### src/rtl/mash_pkg.sv
// Shared types and constants for the MASH 1-1 sigma-delta modulator.
package mash_pkg;
  localparam int DATA_WIDTH_DEFAULT = 16;

  typedef enum logic [1:0] {
    IDLE  = 2'd0,
    PRIME = 2'd1,
    RUN   = 2'd2
  } state_t;

  // Output code is y+1, so y = -1..2 maps onto 0..3.
  localparam logic [1:0] CODE_MIN  = 2'd0;
  localparam logic [1:0] CODE_ZERO = 2'd1;
  localparam logic [1:0] CODE_MAX  = 2'd3;
endpackage

### src/rtl/mash_acc_stage.sv
// First-order accumulator: acc <= acc + din with the carry-out exposed combinationally.
module mash_acc_stage
  import mash_pkg::*;
#(
  parameter int DATA_WIDTH = DATA_WIDTH_DEFAULT
) (
  input  logic                  aclk,
  input  logic                  arst,
  input  logic                  step,
  input  logic                  clr,
  input  logic [DATA_WIDTH-1:0] din,
  output logic [DATA_WIDTH-1:0] acc_q,
  output logic                  carry
);
  logic [DATA_WIDTH:0]   sum;
  logic [DATA_WIDTH-1:0] acc_d;

  assign sum   = {1'b0, acc_q} + {1'b0, din};
  assign carry = sum[DATA_WIDTH];

  always_comb begin
    acc_d = acc_q;
    if (clr) begin
      acc_d = '0;
    end else if (step) begin
      acc_d = sum[DATA_WIDTH-1:0];
    end
  end

  always_ff @(posedge aclk or posedge arst) begin
    if (arst) begin
      acc_q <= '0;
    end else begin
      acc_q <= acc_d;
    end
  end
endmodule

### src/rtl/mash11_modulator.sv
// Second-order MASH 1-1 modulator: one sample per OSR clocks in, one 2-bit code per clock out,
// with a one-entry input buffer and a sticky underrun flag.
module mash11_modulator
  import mash_pkg::*;
#(
  parameter int DATA_WIDTH = DATA_WIDTH_DEFAULT,
  parameter int OSR        = 16,
  parameter int CNT_WIDTH  = $clog2(OSR)
) (
  input  logic                  aclk,
  input  logic                  arst,
  input  logic                  enable,
  input  logic                  clear_underrun,
  input  logic [DATA_WIDTH-1:0] s_axis_data_tdata,
  input  logic                  s_axis_data_tvalid,
  output logic                  s_axis_data_tready,
  output logic [1:0]            mod_out,
  output logic                  mod_valid,
  output logic                  underrun
);
  localparam logic [CNT_WIDTH-1:0] CNT_LAST = CNT_WIDTH'(OSR - 1);

  state_t                state_q, state_d;
  logic [DATA_WIDTH-1:0] x_hold_q, x_hold_d;
  logic [DATA_WIDTH-1:0] smp_buf_q, smp_buf_d;
  logic                  buf_valid_q, buf_valid_d;
  logic [CNT_WIDTH-1:0]  cnt_q, cnt_d;
  logic                  c2_dly_q, c2_dly_d;
  logic                  underrun_q, underrun_d;
  logic [1:0]            mod_out_q, mod_out_d;
  logic                  mod_valid_q, mod_valid_d;

  logic                  hs, wrap, step, clr, c1, c2;
  logic [DATA_WIDTH-1:0] acc1_q, sum1_lo;
  // The second stage only contributes its carry; its state stays internal.
  logic [DATA_WIDTH-1:0] acc2_unused;

  function automatic logic [1:0] step_code(input logic a, input logic b, input logic prev);
    logic signed [2:0] y;
    y = $signed({2'b00, a}) + $signed({2'b00, b}) - $signed({2'b00, prev});
    return 2'(y + 3'sd1);
  endfunction

  assign step    = (state_q == RUN) && enable;
  assign clr     = (state_q == RUN) && !enable;
  assign sum1_lo = acc1_q + x_hold_q;
  assign hs      = s_axis_data_tvalid && s_axis_data_tready;
  assign wrap    = (cnt_q == CNT_LAST);

  mash_acc_stage #(.DATA_WIDTH(DATA_WIDTH)) u_acc1 (
    .aclk(aclk), .arst(arst), .step(step), .clr(clr),
    .din(x_hold_q), .acc_q(acc1_q), .carry(c1)
  );

  mash_acc_stage #(.DATA_WIDTH(DATA_WIDTH)) u_acc2 (
    .aclk(aclk), .arst(arst), .step(step), .clr(clr),
    .din(sum1_lo), .acc_q(acc2_unused), .carry(c2)
  );

  always_comb begin
    s_axis_data_tready = 1'b0;
    case (state_q)
      PRIME:   s_axis_data_tready = 1'b1;
      RUN:     s_axis_data_tready = !buf_valid_q;
      default: s_axis_data_tready = 1'b0;
    endcase
  end

  always_comb begin
    state_d     = state_q;
    x_hold_d    = x_hold_q;
    smp_buf_d   = smp_buf_q;
    buf_valid_d = buf_valid_q;
    cnt_d       = cnt_q;
    c2_dly_d    = c2_dly_q;
    mod_out_d   = CODE_ZERO;
    mod_valid_d = 1'b0;
    // A boundary-cycle underrun below overrides a simultaneous clear.
    underrun_d  = underrun_q && !clear_underrun;
    case (state_q)
      IDLE: begin
        if (enable) state_d = PRIME;
      end
      PRIME: begin
        if (!enable) begin
          state_d = IDLE;
        end else if (hs) begin
          x_hold_d = s_axis_data_tdata;
          cnt_d    = '0;
          state_d  = RUN;
        end
      end
      RUN: begin
        if (!enable) begin
          state_d     = IDLE;
          buf_valid_d = 1'b0;
          cnt_d       = '0;
          c2_dly_d    = 1'b0;
        end else begin
          mod_out_d   = step_code(c1, c2, c2_dly_q);
          mod_valid_d = 1'b1;
          c2_dly_d    = c2;
          if (wrap) begin
            cnt_d = '0;
            if (buf_valid_q) begin
              x_hold_d    = smp_buf_q;
              buf_valid_d = 1'b0;
            end else if (hs) begin
              x_hold_d = s_axis_data_tdata;
            end else begin
              underrun_d = 1'b1;
            end
          end else begin
            cnt_d = cnt_q + CNT_WIDTH'(1);
            if (hs) begin
              smp_buf_d   = s_axis_data_tdata;
              buf_valid_d = 1'b1;
            end
          end
        end
      end
      default: state_d = IDLE;
    endcase
  end

  always_ff @(posedge aclk or posedge arst) begin
    if (arst) begin
      state_q     <= IDLE;
      x_hold_q    <= '0;
      smp_buf_q   <= '0;
      buf_valid_q <= 1'b0;
      cnt_q       <= '0;
      c2_dly_q    <= 1'b0;
      underrun_q  <= 1'b0;
      mod_out_q   <= CODE_ZERO;
      mod_valid_q <= 1'b0;
    end else begin
      state_q     <= state_d;
      x_hold_q    <= x_hold_d;
      smp_buf_q   <= smp_buf_d;
      buf_valid_q <= buf_valid_d;
      cnt_q       <= cnt_d;
      c2_dly_q    <= c2_dly_d;
      underrun_q  <= underrun_d;
      mod_out_q   <= mod_out_d;
      mod_valid_q <= mod_valid_d;
    end
  end

  assign mod_out   = mod_out_q;
  assign mod_valid = mod_valid_q;
  assign underrun  = underrun_q;
endmodule

### config.mk
export PLATFORM = sky130hd
export DESIGN_NAME = mash11_modulator
export DESIGN_NICKNAME = d
export VERILOG_FILES = /design/src/rtl/mash_pkg.sv /design/src/rtl/mash_acc_stage.sv /design/src/rtl/mash11_modulator.sv
export SDC_FILE = /design/constraint.sdc
export NUM_CORES = 1
export LEC_CHECK = 0
export ABC_AREA = 1
export CAP_MARGIN = 10
export CORE_UTILIZATION = 45
export CTS_CLUSTER_DIAMETER = 150
export DETAILED_ROUTE_END_ITERATION = 8
export PLACE_DENSITY_LB_ADDON = 0.1
export SYNTH_ARGS = -nofsm -noshare
export SYNTH_HDL_FRONTEND = slang
export SYNTH_SLANG_ARGS = --single-unit
### constraint.sdc
create_clock -name aclk -period 5.1 [get_ports aclk]
set_clock_uncertainty 0.2 [all_clocks]
set_input_delay 1.53 -clock aclk [delete_from_list [all_inputs] [get_ports aclk]]
set_output_delay 1.53 -clock aclk [all_outputs]
set_load 0.03 [all_outputs]
## Word-level counts from Yosys, hierarchy flattened

Cells that the tools add are included.

| word-level totals | value |
|---|---|
| register bits after elaboration | 76 |
| bits of input ports | 21 |
| output and inout bits | 5 |
| logic and storage cells | 79 |

| operators by class | value |
|---|---|
| $add $sub $neg | 7 |
| equality and inequality tests | 11 |
| multiplexer cells | 34 |
| bitwise logic cells | 1 |
| reductions and logical operators | 15 |

Operator list:

| kind | count |
|---|---|
| 16-bit 2-to-1 mux | 9 |
| 16-bit by 16-bit adder with 17-bit output | 2 |
| 16-bit case mux with 2 select lines | 1 |
| 16-bit adder | 1 |
| 4-bit 2-to-1 mux | 4 |
| 2-bit 2-to-1 mux | 6 |
| 2-bit inequality test (second input constant) | 6 |
| 1-bit 2-to-1 mux | 11 |
| 4-bit case mux with 2 select lines | 1 |
| 4-bit AND reduction | 2 |
| 2-bit case mux with 3 select lines | 1 |
| 3-bit AND reduction | 2 |
| 4-bit by 1-bit adder with 4-bit output (second input constant) | 1 |
| 4-bit == test (second input constant) | 1 |
| 1-bit logical AND | 4 |
| 2-bit nonzero test | 2 |
| 1-bit logical NOT | 3 |
| 3-bit by 1-bit inequality test with 1-bit output (second input constant) | 1 |
| 3-bit inequality test (second input constant) | 1 |
| 1-bit by 1-bit adder with 2-bit output | 1 |
| 2-bit adder (second input constant) | 1 |
| 2-bit by 1-bit == test with 1-bit output (second input constant) | 1 |
| 2-bit == test (second input constant) | 1 |
| 2-bit logical NOT | 1 |
| other kinds (4) | 4 |

## Logic depth before layout (Yosys ltp)

Gate-level depths: netlist of the first run.

| logic depth | value |
|---|---|
| word-level depth | 8 |
| depth in mapped cells | 21 |
| depth with buffers taken out | 21 |

## Cells and area by module

Synthesis of the first run repeated with hierarchy kept, for this count alone.

| second synthesis, totals | value |
|---|---|
| cell total of the unflattened synthesis | 918 |
| area, all modules | 6,311.1 sq um |

By module, submodules not included:

| module | times used | cells an instance | area each (sq um) | sequential area each (sq um) |
|---|---|---|---|---|
| mash11_modulator | 1 | 415 | 3,154.3 | 1,102.3 |
| mash_acc_stage (u_acc2) | 1 | 251 | 1,614.0 | 400.4 |
| mash_acc_stage (u_acc1) | 1 | 252 | 1,542.7 | 400.4 |

## Worst setup path after synthesis of the first run

No wires, ideal clock.

| path | value |
|---|---|
| path kind | reg-to-reg |
| start | reg u_acc1.acc_q[0] |
| end | reg mod_out_q[0] (netlist: mod_out[0]) |
| setup time | 84 ps |
| arrival time | 3,037 ps |
| required time | 4,816 ps |
| path slack | 1,778 ps |
| stages on the path, launching flop included | 18 |
| buffers on the path | 0 |
| clock period less this slack | 3,322 ps |
| path through | dfrtp_1 -> ha_1 -> fa_1 -> nand3_1 -> nand3_1 -> xnor2_1 -> inv_1 -> ha_1 -> nand2_1 -> nor2_1 -> nand2_1 -> nand3_1 -> nand2_1 -> nand2_1 -> nand2_1 -> nand2_1 -> fa_1 -> or2_2 |

| on the way | value |
|---|---|
| longest elaborated chain between the ends | 7 |
| elaborated cells on any way between the ends | 8 |
| classes of those cells | add/sub (6); mux (2) |

RTL lines:

| element | RTL line | RTL |
|---|---|---|
| from (decl) | mash_acc_stage.sv:12 | `output logic [DATA_WIDTH-1:0] acc_q,` |
| from (signal assigned) | mash_acc_stage.sv:32 | `acc_q <= '0;` |
| from (signal assigned) | mash_acc_stage.sv:34 | `acc_q <= acc_d;` |
| 16-bit adder | mash11_modulator.sv:46 | `assign sum1_lo = acc1_q + x_hold_q;` |
| 16-bit by 16-bit adder with 17-bit output | mash_acc_stage.sv:18 | `assign sum = {1'b0, acc_q} + {1'b0, din};` |
| 1-bit by 1-bit adder with 2-bit output * | mash11_modulator.sv:40 | `y = $signed({2'b00, a}) + $signed({2'b00, b}) - $signed({2'b00, prev});` |
| 2-bit by 1-bit subtractor with 2-bit output * | mash11_modulator.sv:40 |  |
| 2-bit adder * | mash11_modulator.sv:41 | `return 2'(y + 3'sd1);` |
| 2-bit 2-to-1 mux * | mash11_modulator.sv:94 | `if (!enable) begin` |
| 2-bit 2-to-1 mux * | mash11_modulator.sv:80 | `case (state_q)` |
| named net mod_out_d[0] | mash11_modulator.sv:30 | `logic [1:0] mod_out_q, mod_out_d;` |
| to (signal assigned) | mash11_modulator.sv:145 | `mod_out_q <= mod_out_d;` |
| to (decl) | mash11_modulator.sv:30 |  |

The timed path passes the listed nets; every way through them passes the cells marked *.
A chain may end at the register's enable or synchronous reset.

## Final worst setup path of the first run

| path | value |
|---|---|
| start | reg state_q[0] |
| end | out s_axis_data_tready |

| on the way | value |
|---|---|
| longest elaborated chain between the ends | 2 |
| elaborated cells on any way between the ends | 3 |
| classes of those cells | eq/ne (2); mux (1) |

RTL lines:

| element | RTL line | RTL |
|---|---|---|
| from (decl) | mash11_modulator.sv:23 | `state_t state_q, state_d;` |
| from (signal assigned) | mash11_modulator.sv:138 | `state_q <= state_d;` |
| 2-bit == test or 2-bit by 1-bit == test with 1-bit output (tied branches) | mash11_modulator.sv:62 | `case (state_q)` |
| 1-bit case mux with 2 select lines * | mash11_modulator.sv:62 |  |
| to (decl) | mash11_modulator.sv:16 | `output logic s_axis_data_tready,` |

Mark *: on every way between the ends. The rest lies on a longest branch, timed or not.

==> flow_metrics.py, run 1 <==
metrics = {
    "outcome": {
        "status": "finished, final reports clean",
    },
    "clocking": {
        "ctsRootBufferMaster": "clkbuf_16",
        "cts.sinks": 76,
        "clk_latency_ns": 0.35,
        "clk_pin_slew_ns": 0.06,
        "cts.repair.resized": 0,
        "h-tree-depth": 3,
        "cts_setup_buffers": 0,
        "cts_tree": "built",
        "holdBufCountCts": 0,
        "cts.path.max_buffers": 2,
        "cts_made_buffers": 9,
    },
    "power": {
        "p_clk_share_pct": 18.4,
        "swShare_pct": 47.7,
        "combPwrFrac_pct": 56.1,
        "seq_power_share_pct": 25.5,
        "powerDensity_nw_per_um2": 635,
        "irDropWorstVdd_v": 0.000272,
        "netSwitchingPower_mw": 1.78,
        "internal_power_mw": 1.95,
        "leakagePower_nw": 3.26,
    },
    "floorplan": {
        "initial_core_util_pct": 47.1,
        "ios": 26,
        "die_y_um": 109,
        "row_count": 38,
        "dieArea_um2": 12000,
        "fp.dieW_um": 109,
        "core_um2": 11000,
    },
    "sta": {
        "period_share_pct": 75.1,
        "slew_headroom_pct": 49.1,
        "period_minus_slack_ns": 3.83,
        "setup_viol": 0,
        "finalHoldViolations": 0,
        "drv_slew": 0,
        "tightest_slew_ns": 0.763,
        "fin_tns_setup_ns": 0,
        "rsz0062_at_grt": "false",
        "fmax_mhz": 261,
        "worst_slack_ns": 1.27,
    },
    "drt": {
        "via_count": 4542,
        "drc": 0,
        "drt_iter0_markers": 215,
        "viasPerCell": 4.89,
        "wl_per_cell_um": 12.6,
        "drtAntennaViolNets": 0,
        "drt_wl_total_um": 11700,
        "drt-pass1-iter-count": 4,
    },
    "worst_setup_path": {
        "start_kind": "register",
        "crit_path_cell_trace": "inv_1 -> ha_1 -> a21oi_2 -> nor2_4 -> clkdlybuf4s50_1",
        "critPathMaxFanout": 7,
        "cpMaxStageDelayCell": "clkdlybuf4s50_1",
        "critPathRequiredTime_ns": 3.37,
        "crit_type": "register to output pin",
        "end_kind": "output pin",
        "crit_arrival_ns": 2.10,
        "cp_slowest_stage_delay_ns": 0.68,
    },
    "global_route": {
        "antenna_found_initial": 0,
        "grtUsageTotal_pct": 22.0,
        "grt_pass1_wl_um": 20200,
        "grt_pass1_vias": 4323,
        "grt_max_degree": 43,
        "grt-ovfl-total": 0,
    },
    "logic_synthesis": {
        "seq_area_frac_synth_pct": 36.7,
        "ys_warn_count": 0,
        "synth_ff_type": "dfrtp_1",
        "synth-seq-cells": 76,
        "synth_edf_count": 0,
        "netlist_instances": 762,
        "synth_area_per_cell_um2": 6.81,
        "synth_cell_types": 33,
        "synth_area_um2": 5190,
        "syn_nets": 822,
        "ys_async_sr_fraction_pct": 100,
    },
    "placement": {
        "routabilityCongestion": 0.857,
        "place_hpwl_um": 8920,
        "dp_slack_ns": 0.906,
        "port_buffers": 25,
    },
    "finish": {
        "fin_nets": 844,
        "insertedDiodeCount": 0,
        "drive_gt1_share_pct": 4.18,
        "mostFrequentLayoutCells": "nand2_1 (294), inv_1 (122), dfrtp_1 (75), nand3_1 (49), o21ai_0 (45)",
        "area_growth_pct": 13.2,
        "mostFrequentLayoutCell": "nand2_1",
    },
    "worst_hold_path": {
        "hp-class": "register to register",
    },
    "flow_run": {
        "maxCapViolations": 0,
    },
}
## power groups by stage
stage	clock network, mW	registers (mW)	logic [mW]
finish	0.686	0.951	2.10
global route	0.728	0.974	2.43
CTS	0.702	0.950	2.11
detailed placement	0	0.960	2.09
global placement	0	0.951	2.07
floorplan	0	0.920	1.63
## state kept, by name, summed over array words and instances, names as in the netlist
register      flops
buf_valid_q       1
c2_dly_q          1
cnt_q             4
mod_out           2
mod_valid         1
smp_buf_q        16
state_q           2
u_acc1.acc_q     16
u_acc2.acc_q     16
underrun          1
x_hold_q         16
## metrics by stage
| stage | hold WS, ns | util [%] | power, mW | instances | cell area [um^2] |
|---|---|---|---|---|---|
| global placement | 0.263 | 50.4 | 3.02 | 913 | 5560 |
| global route | 0.301 | 53.3 | 4.13 | 929 | 5880 |
| floorplan | 0.249 | - | 2.55 | 762 | 5190 |
| finish | 0.287 | 53.3 | 3.73 | 929 | 5880 |
| CTS | 0.287 | 53.3 | 3.76 | 929 | 5880 |
| detailed placement | 0.270 | 50.4 | 3.05 | 913 | 5560 |
## metal layers
layer	vias to the layer above	wire, um	global-route usage, %
li1	2421	-	-
met1	2039	5990	30.4
met2	67	5090	34.2
met3	15	322	3.32
met4	0	280	9.52
met5	-	0	0
## logic make-up after synthesis
group / share of synthesized area (%)
AOI/OAI and AO/OA: 9.81
xor gates and xnor gates: 1.01
adders and majority gates: 9.84
buffers and inverters: 10.8
DFF: 36.7
and+or+nand+nor: 31.8
## area by class of cell
type                    count  area, um^2
flip-flops and latches     76        1900
multi-input cells         543        2730
inverters                 127         477
clock buffers               9         225
well taps                 140         175
repair buffers             27         278
fillers                  1105        5150
clock inverters             7        93.8
## synth_stat cells, drive strengths merged, types with 4 or more instances
cell type  instances  area (um^2)
and2              11         68.8
nand4              5         31.3
buf               12         70.1
ha                36          450
o21ai             64          324
clkbuf             4         15.0
dfrtp             75         1880
xor2               4         35.0
nor2              35          141
nand3             49          245
nand2            297         1120
a21oi             20          108
inv              127          477
## worst max-delay path: cells and delay by family (launching register included)
kind	cells	cell delay, ns
simple gates	1	0.12
buf+inv	2	0.78
flops	1	0.40
compound gates	1	0.12
fa+ha+maj	1	0.33
## final timing paths
path | startpoint | to | slack, ns | cells after the start
max | state_q[0]$_DFFE_PP0P_ | s_axis_data_tready | 1.27 | 5
min | c2_dly_q$_DFFE_PP0P_ | c2_dly_q$_DFFE_PP0P_ | 0.29 | 2
max reg2reg | u_acc1.acc_q[0]$_DFFE_PP0P_ | mod_out[0]$_DFF_PP1_ | 1.30 | 17
min reg2reg | c2_dly_q$_DFFE_PP0P_ | c2_dly_q$_DFFE_PP0P_ | 0.29 | 2
max in group asynchronous | arst | smp_buf_q[12]$_DFFE_PP0P_ | 2.57 | 3
min in group asynchronous | arst | u_acc2.acc_q[3]$_DFFE_PP0P_ | 1.45 | 2
Note: power is estimated with default switching activity, not from simulation.
==> inputs of run 2 (changes only) <==
clock period = 3.35 ns   (was 5.1 ns; I/O delays follow)
==> run 2 against run 1 <==
Effect of this change: global-route usage is 1.5 points higher; utilization is 9.6 points higher; clock power is 68% higher; sequential share of layout area is 5.0 points lower; final cell count is 7.2% higher; largest cell class unchanged; flip-flop and latch count stayed put; die area stayed put; cell area is 18% higher; count of clock-buffer cells in the layout stayed put.
==> flow_metrics.py, run 2 (synthesis results as in run 1) <==
metrics = {
    "floorplan": {
        "fp.dieW_um": 109,
        "dieArea_um2": 12000,
        "row_count": 38,
        "die_y_um": 109,
        "initial_core_util_pct": 47.1,
        "core_um2": 11000,
        "ios": 26,
    },
    "finish": {
        "final_area_um2": 6940,
        "mostFrequentLayoutCells": "nand2_1 (263), inv_1 (117), dfrtp_1 (75), buf_4 (67), o21ai_0 (45)",
        "area_growth_pct": 33.7,
        "mostFrequentLayoutCell": "nand2_1",
        "regArea_um2": 1900,
        "n_fill_cell": 969,
        "insertedDiodeCount": 0,
        "fin_util_pct": 62.9,
        "drive_gt1_share_pct": 22.0,
        "multi_input_area_um2": 3250,
        "fin_nets": 911,
    },
    "worst_hold_path": {
        "hp-class": "register to register",
    },
    "global_route": {
        "grt_pass1_vias": 4682,
        "grt_pass1_wl_um": 21400,
        "grt_max_degree": 77,
        "antenna_found_initial": 0,
        "grtUsageTotal_pct": 23.5,
        "grt-ovfl-total": 0,
    },
    "clocking": {
        "h-tree-depth": 3,
        "clk_pin_slew_ns": 0.06,
        "clk_latency_ns": 0.35,
        "ctsRootBufferMaster": "clkbuf_16",
        "cts.path.max_buffers": 2,
        "cts_made_buffers": 9,
        "cts.sinks": 76,
        "cts_tree": "built",
    },
    "outcome": {
        "status": "finished, final reports clean",
    },
    "sta": {
        "drv_slew": 0,
        "fin_hold_ws_ns": 0.292,
        "fin_tns_setup_ns": 0,
        "slew_headroom_pct": 71.9,
        "finalHoldViolations": 0,
        "setup_viol": 0,
        "rsz0062_at_grt": "true",
        "tightest_slew_ns": 0.421,
        "period_minus_slack_ns": 3.34,
        "fmax_mhz": 300,
        "period_share_pct": 99.6,
    },
    "power": {
        "powerDensity_nw_per_um2": 1080,
        "leakagePower_nw": 3.66,
        "irDropWorstVdd_v": 0.000620,
    },
    "drt": {
        "viasPerCell": 4.97,
        "drt-pass1-iter-count": 4,
        "drt_iter0_markers": 249,
        "wl_per_cell_um": 13.4,
        "drt_wl_total_um": 13400,
        "drc": 0,
        "via_count": 4949,
        "drtAntennaViolNets": 0,
    },
    "worst_setup_path": {
        "path_common_cell": "nand2_2",
        "cp_slowest_stage_delay_ns": 0.47,
        "critPathRequiredTime_ns": 3.43,
        "start_kind": "register",
        "end_kind": "register",
        "crit_type": "register to register",
        "crit_path_cell_trace": "ha_4 -> nand2_2 -> nor2_1 -> nand2_1 -> nand3_4 -> nand2_2 -> nand2_1 -> nand2_1 -> and2_4 -> ha_4 -> nand2_2 -> nand2_2 -> inv_2 -> nor2_2 -> nor2_2 -> nor2_1 -> nor2_1 -> nand2_2 -> fa_1 -> or2_4",
        "crit_arrival_ns": 3.42,
        "cpMaxStageDelayCell": "fa_1",
        "rrSetupSlack_ns": 0.01,
        "critPathMaxFanout": 4,
    },
    "placement": {
        "place_hpwl_um": 9270,
        "place_area_um2": 5930,
        "routabilityCongestion": 0.856,
        "port_buffers": 25,
    },
    "flow_run": {
        "maxCapViolations": 0,
    },
}
==> run 2: cell types whose count changed in the layout (fill, tap and decap cells not counted), sizes merged <==
cell | before | now
buf | 2 | 69
bufinv | 1 | 3
inv | 130 | 128
==> run 2: layout make-up <==
cell class,instances,share of cell area [%]
multi-input combinational,543,46.8
sequential,76,27.4
timing repair buffer,94,11.3
inverter,127,6.87
clock buffer,9,3.25
tap,140,2.52
clock inverter,7,1.79
==> run 2: metal layers <==
metal / vias up / part of all wire, % / track usage (%)
met2: 84 / 48 / 39.2
met5: - / 0 / 0
met1: 2297 / 47 / 30.5
met4: 0 / 2.4 / 9.90
met3: 22 / 2.5 / 3.08
li1: 2546 / - / -
==> run 2: final timing paths <==
kind / from / endpoint / cells after the start
hold / removal: c2_dly_q$_DFFE_PP0P_ / c2_dly_q$_DFFE_PP0P_ / 2
max in group asynchronous: arst / mod_out[0]$_DFF_PP1_ / 3
hold reg to reg: c2_dly_q$_DFFE_PP0P_ / c2_dly_q$_DFFE_PP0P_ / 2
setup / recovery: u_acc1.acc_q[4]$_DFFE_PP0P_ / mod_out[0]$_DFF_PP1_ / 20
setup reg to reg: u_acc1.acc_q[4]$_DFFE_PP0P_ / mod_out[0]$_DFF_PP1_ / 20
min in group asynchronous: arst / underrun$_DFF_PP0_ / 3
==> run 2: per-stage QoR <==
step	instances	setup slack (ns)	total power, mW
6_report	996	0.0119	7.47
5_1_grt	996	-0.159	8.10
4_1_cts	979	0.00167	6.63
3_5_place_dp	962	-0.161	5.33
3_3_place_gp	962	-0.101	5.22
2_1_floorplan	762	0.0283	3.88
==> run 2: power by group <==
part           internal, mW  total (mW)  leakage [nW]  switching, mW
Sequential             1.25        1.50         0.938          0.249
Combinational          2.21        4.82          2.55           2.61
Clock                 0.733        1.15         0.166          0.418
Total                  4.20        7.47          3.66           3.28
==> run 2: worst max-delay path, delay by kind of cell (launching register included) <==
kind          cells  cell delay, ns
fa+ha+maj         3            1.00
simple gates     16            1.60
buf+inv           1            0.05
flops             1            0.42
==> run 2: what timing repair did <==
action | CTS | global route
cloned | 0 | 0
hold buffers | 0 | 0
gates resized for setup | 14 | 85
endpoints found under the setup margin | 1 | 4
buffers inserted | 1 | 17
pin swaps | 3 | 30
==> inputs of run 3 (changes only) <==
CAP_MARGIN = 30   (was 10)
clock period = 3.95 ns   (was 3.35 ns; I/O delays follow)
==> run 3 against run 2 <==
Effect of this change: die area did not move; total power fell by 36%; setup slack improved by 0.31 ns; clock power fell by 28%; non-clock buffer count fell by 63; combinational power fell by 42%; global-route usage fell by 0.63 points; via count fell by 6.3%; first-iteration DRC count fell by 1.2%; hold slack got worse by 0.0085 ns; cell area fell by 15%; critical path type unchanged; largest power group unchanged.
==> flow_metrics.py, run 3 (synthesis results as in run 1) <==
metrics = {
    "clocking": {
        "cts_tree": "built",
        "clk_latency_ns": 0.34,
        "ctsRootBufferMaster": "clkbuf_16",
        "cts.path.max_buffers": 2,
        "cts.repair.resized": 0,
        "cts_setup_buffers": 0,
        "clk_pin_slew_ns": 0.06,
        "h-tree-depth": 3,
        "cts.sinks": 76,
        "cts_made_buffers": 9,
        "holdBufCountCts": 0,
    },
    "placement": {
        "routabilityCongestion": 0.879,
        "place_hpwl_um": 9300,
        "port_buffers": 25,
        "place_area_um2": 5580,
        "placed_cells": 917,
    },
    "floorplan": {
        "initial_core_util_pct": 47.1,
        "ios": 26,
        "fp.dieW_um": 109,
        "core_um2": 11000,
        "row_count": 38,
        "dieArea_um2": 12000,
        "die_y_um": 109,
    },
    "global_route": {
        "antenna_found_initial": 0,
        "busiest_layer": "met2",
        "grt-ovfl-total": 0,
        "met3_usage_pct": 3.20,
        "grt_pass1_vias": 4536,
        "grt_max_degree": 37,
        "grt_use_met1_pct": 29.4,
        "grtUsageTotal_pct": 22.8,
        "grt_pass1_wl_um": 20900,
        "met2_usage_pct": 38.9,
    },
    "sta": {
        "period_share_pct": 91.7,
        "fin_tns_setup_ns": 0,
        "drv_slew": 0,
        "rsz0062_at_grt": "false",
        "period_minus_slack_ns": 3.62,
        "fmax_mhz": 276,
        "slew_headroom_pct": 53.9,
        "tightest_slew_ns": 0.691,
        "finalHoldViolations": 0,
        "setup_viol": 0,
    },
    "drt": {
        "drt_iter0_markers": 246,
        "drtAntennaViolNets": 0,
        "drc": 0,
        "wl_per_cell_um": 13.2,
        "via_count": 4639,
        "drt_wl_total_um": 12300,
        "viasPerCell": 4.98,
        "drt-pass1-iter-count": 6,
    },
    "power": {
        "irDropWorstVdd_v": 0.000365,
        "powerDensity_nw_per_um2": 817,
        "leakagePower_nw": 3.26,
    },
    "flow_run": {
        "maxCapViolations": 0,
    },
    "worst_setup_path": {
        "critPathRequiredTime_ns": 4.01,
        "crit_arrival_ns": 3.68,
        "r2r_start": "u_acc1.acc_q[4]$_DFFE_PP0P_",
        "rrSetupSlack_ns": 0.33,
        "crit_type": "register to register",
        "r2r_cells": 20,
        "critPathMaxFanout": 5,
        "r2r-end": "mod_out[0]$_DFF_PP1_",
        "start_kind": "register",
        "end_kind": "register",
    },
    "finish": {
        "area_growth_pct": 13.6,
        "fin_nets": 848,
        "final_cells": 932,
        "mostFrequentLayoutCells": "nand2_1 (294), inv_1 (122), dfrtp_1 (75), nand3_1 (49), o21ai_0 (45)",
        "final_area_um2": 5900,
        "insertedDiodeCount": 0,
        "drive_gt1_share_pct": 5.30,
        "mostFrequentLayoutCell": "nand2_1",
        "fin_util_pct": 53.4,
    },
    "outcome": {
        "status": "finished, final reports clean",
    },
    "worst_hold_path": {
        "hp-class": "register to register",
        "min_to": "c2_dly_q$_DFFE_PP0P_",
        "hold_depth": 2,
        "hold_start": "c2_dly_q$_DFFE_PP0P_",
    },
}
-- run 3: layout make-up --
class	count	area [um^2]
fillers	1095	5130
multi-input cells	543	2750
flip-flops and latches	76	1900
inverters	127	477
repair buffers	31	295
clock buffers	11	243
well taps	140	175
clock inverters	4	50.0
-- run 3: power by group --
| group | internal [mW] | switching, mW | total (mW) |
|---|---|---|---|
| Combinational | 0.982 | 1.80 | 2.78 |
| Sequential | 1.06 | 0.158 | 1.22 |
| Clock | 0.502 | 0.322 | 0.823 |
| Total | 2.54 | 2.28 | 4.82 |
-- run 3: worst max path at each step --
stage | cells after the start | to | startpoint | slack (ns)
floorplan | 1 | buf_valid_q$_DFFE_PP0P_ | arst | 0.63
global placement | 17 | mod_out[0]$_DFF_PP1_ | u_acc1.acc_q[0]$_DFFE_PP0P_ | 0.42
detailed placement | 17 | mod_out[0]$_DFF_PP1_ | u_acc1.acc_q[0]$_DFFE_PP0P_ | 0.28
CTS | 17 | mod_out[0]$_DFF_PP1_ | u_acc1.acc_q[0]$_DFFE_PP0P_ | 0.27
global route | 19 | mod_out[0]$_DFF_PP1_ | x_hold_q[4]$_DFFE_PP0P_ | 0.02
finish | 20 | mod_out[0]$_DFF_PP1_ | u_acc1.acc_q[4]$_DFFE_PP0P_ | 0.33
-- run 3: per-layer routing --
| metal | share of wire (%) | vias to the layer above |
|---|---|---|
| li1 | - | 2429 |
| met1 | 49 | 2097 |
| met2 | 46 | 99 |
| met3 | 3.7 | 14 |
| met4 | 1.2 | 0 |
| met5 | 0 | - |
-- run 3: through the flow --
step	hold WS (ns)	power [mW]	setup WS, ns
after CTS	0.287	4.79	0.266
after global routing	0.297	5.33	0.0166
final	0.284	4.82	0.326
after global placement	0.269	3.86	0.421
after detailed placement	0.271	3.94	0.279
after floorplan	0.249	3.29	0.628
-- run 3: critical path, cell delays in order (launching register included) --
cell and delay, ns:
dfrtp_1 0.40, ha_2 0.39, nand2_1 0.12, nor2_1 0.12, nand2_1 0.06, nand3_1 0.17, nand2_1 0.10, nand2_1 0.07
nand2_1 0.06, and2_1 0.16, ha_1 0.34, nand2_1 0.09, nand2_1 0.05, inv_1 0.07, nor2_1 0.04, nor2_1 0.16
nor2_1 0.06, nor2_1 0.08, nand2_1 0.09, fa_1 0.41, or2_2 0.31
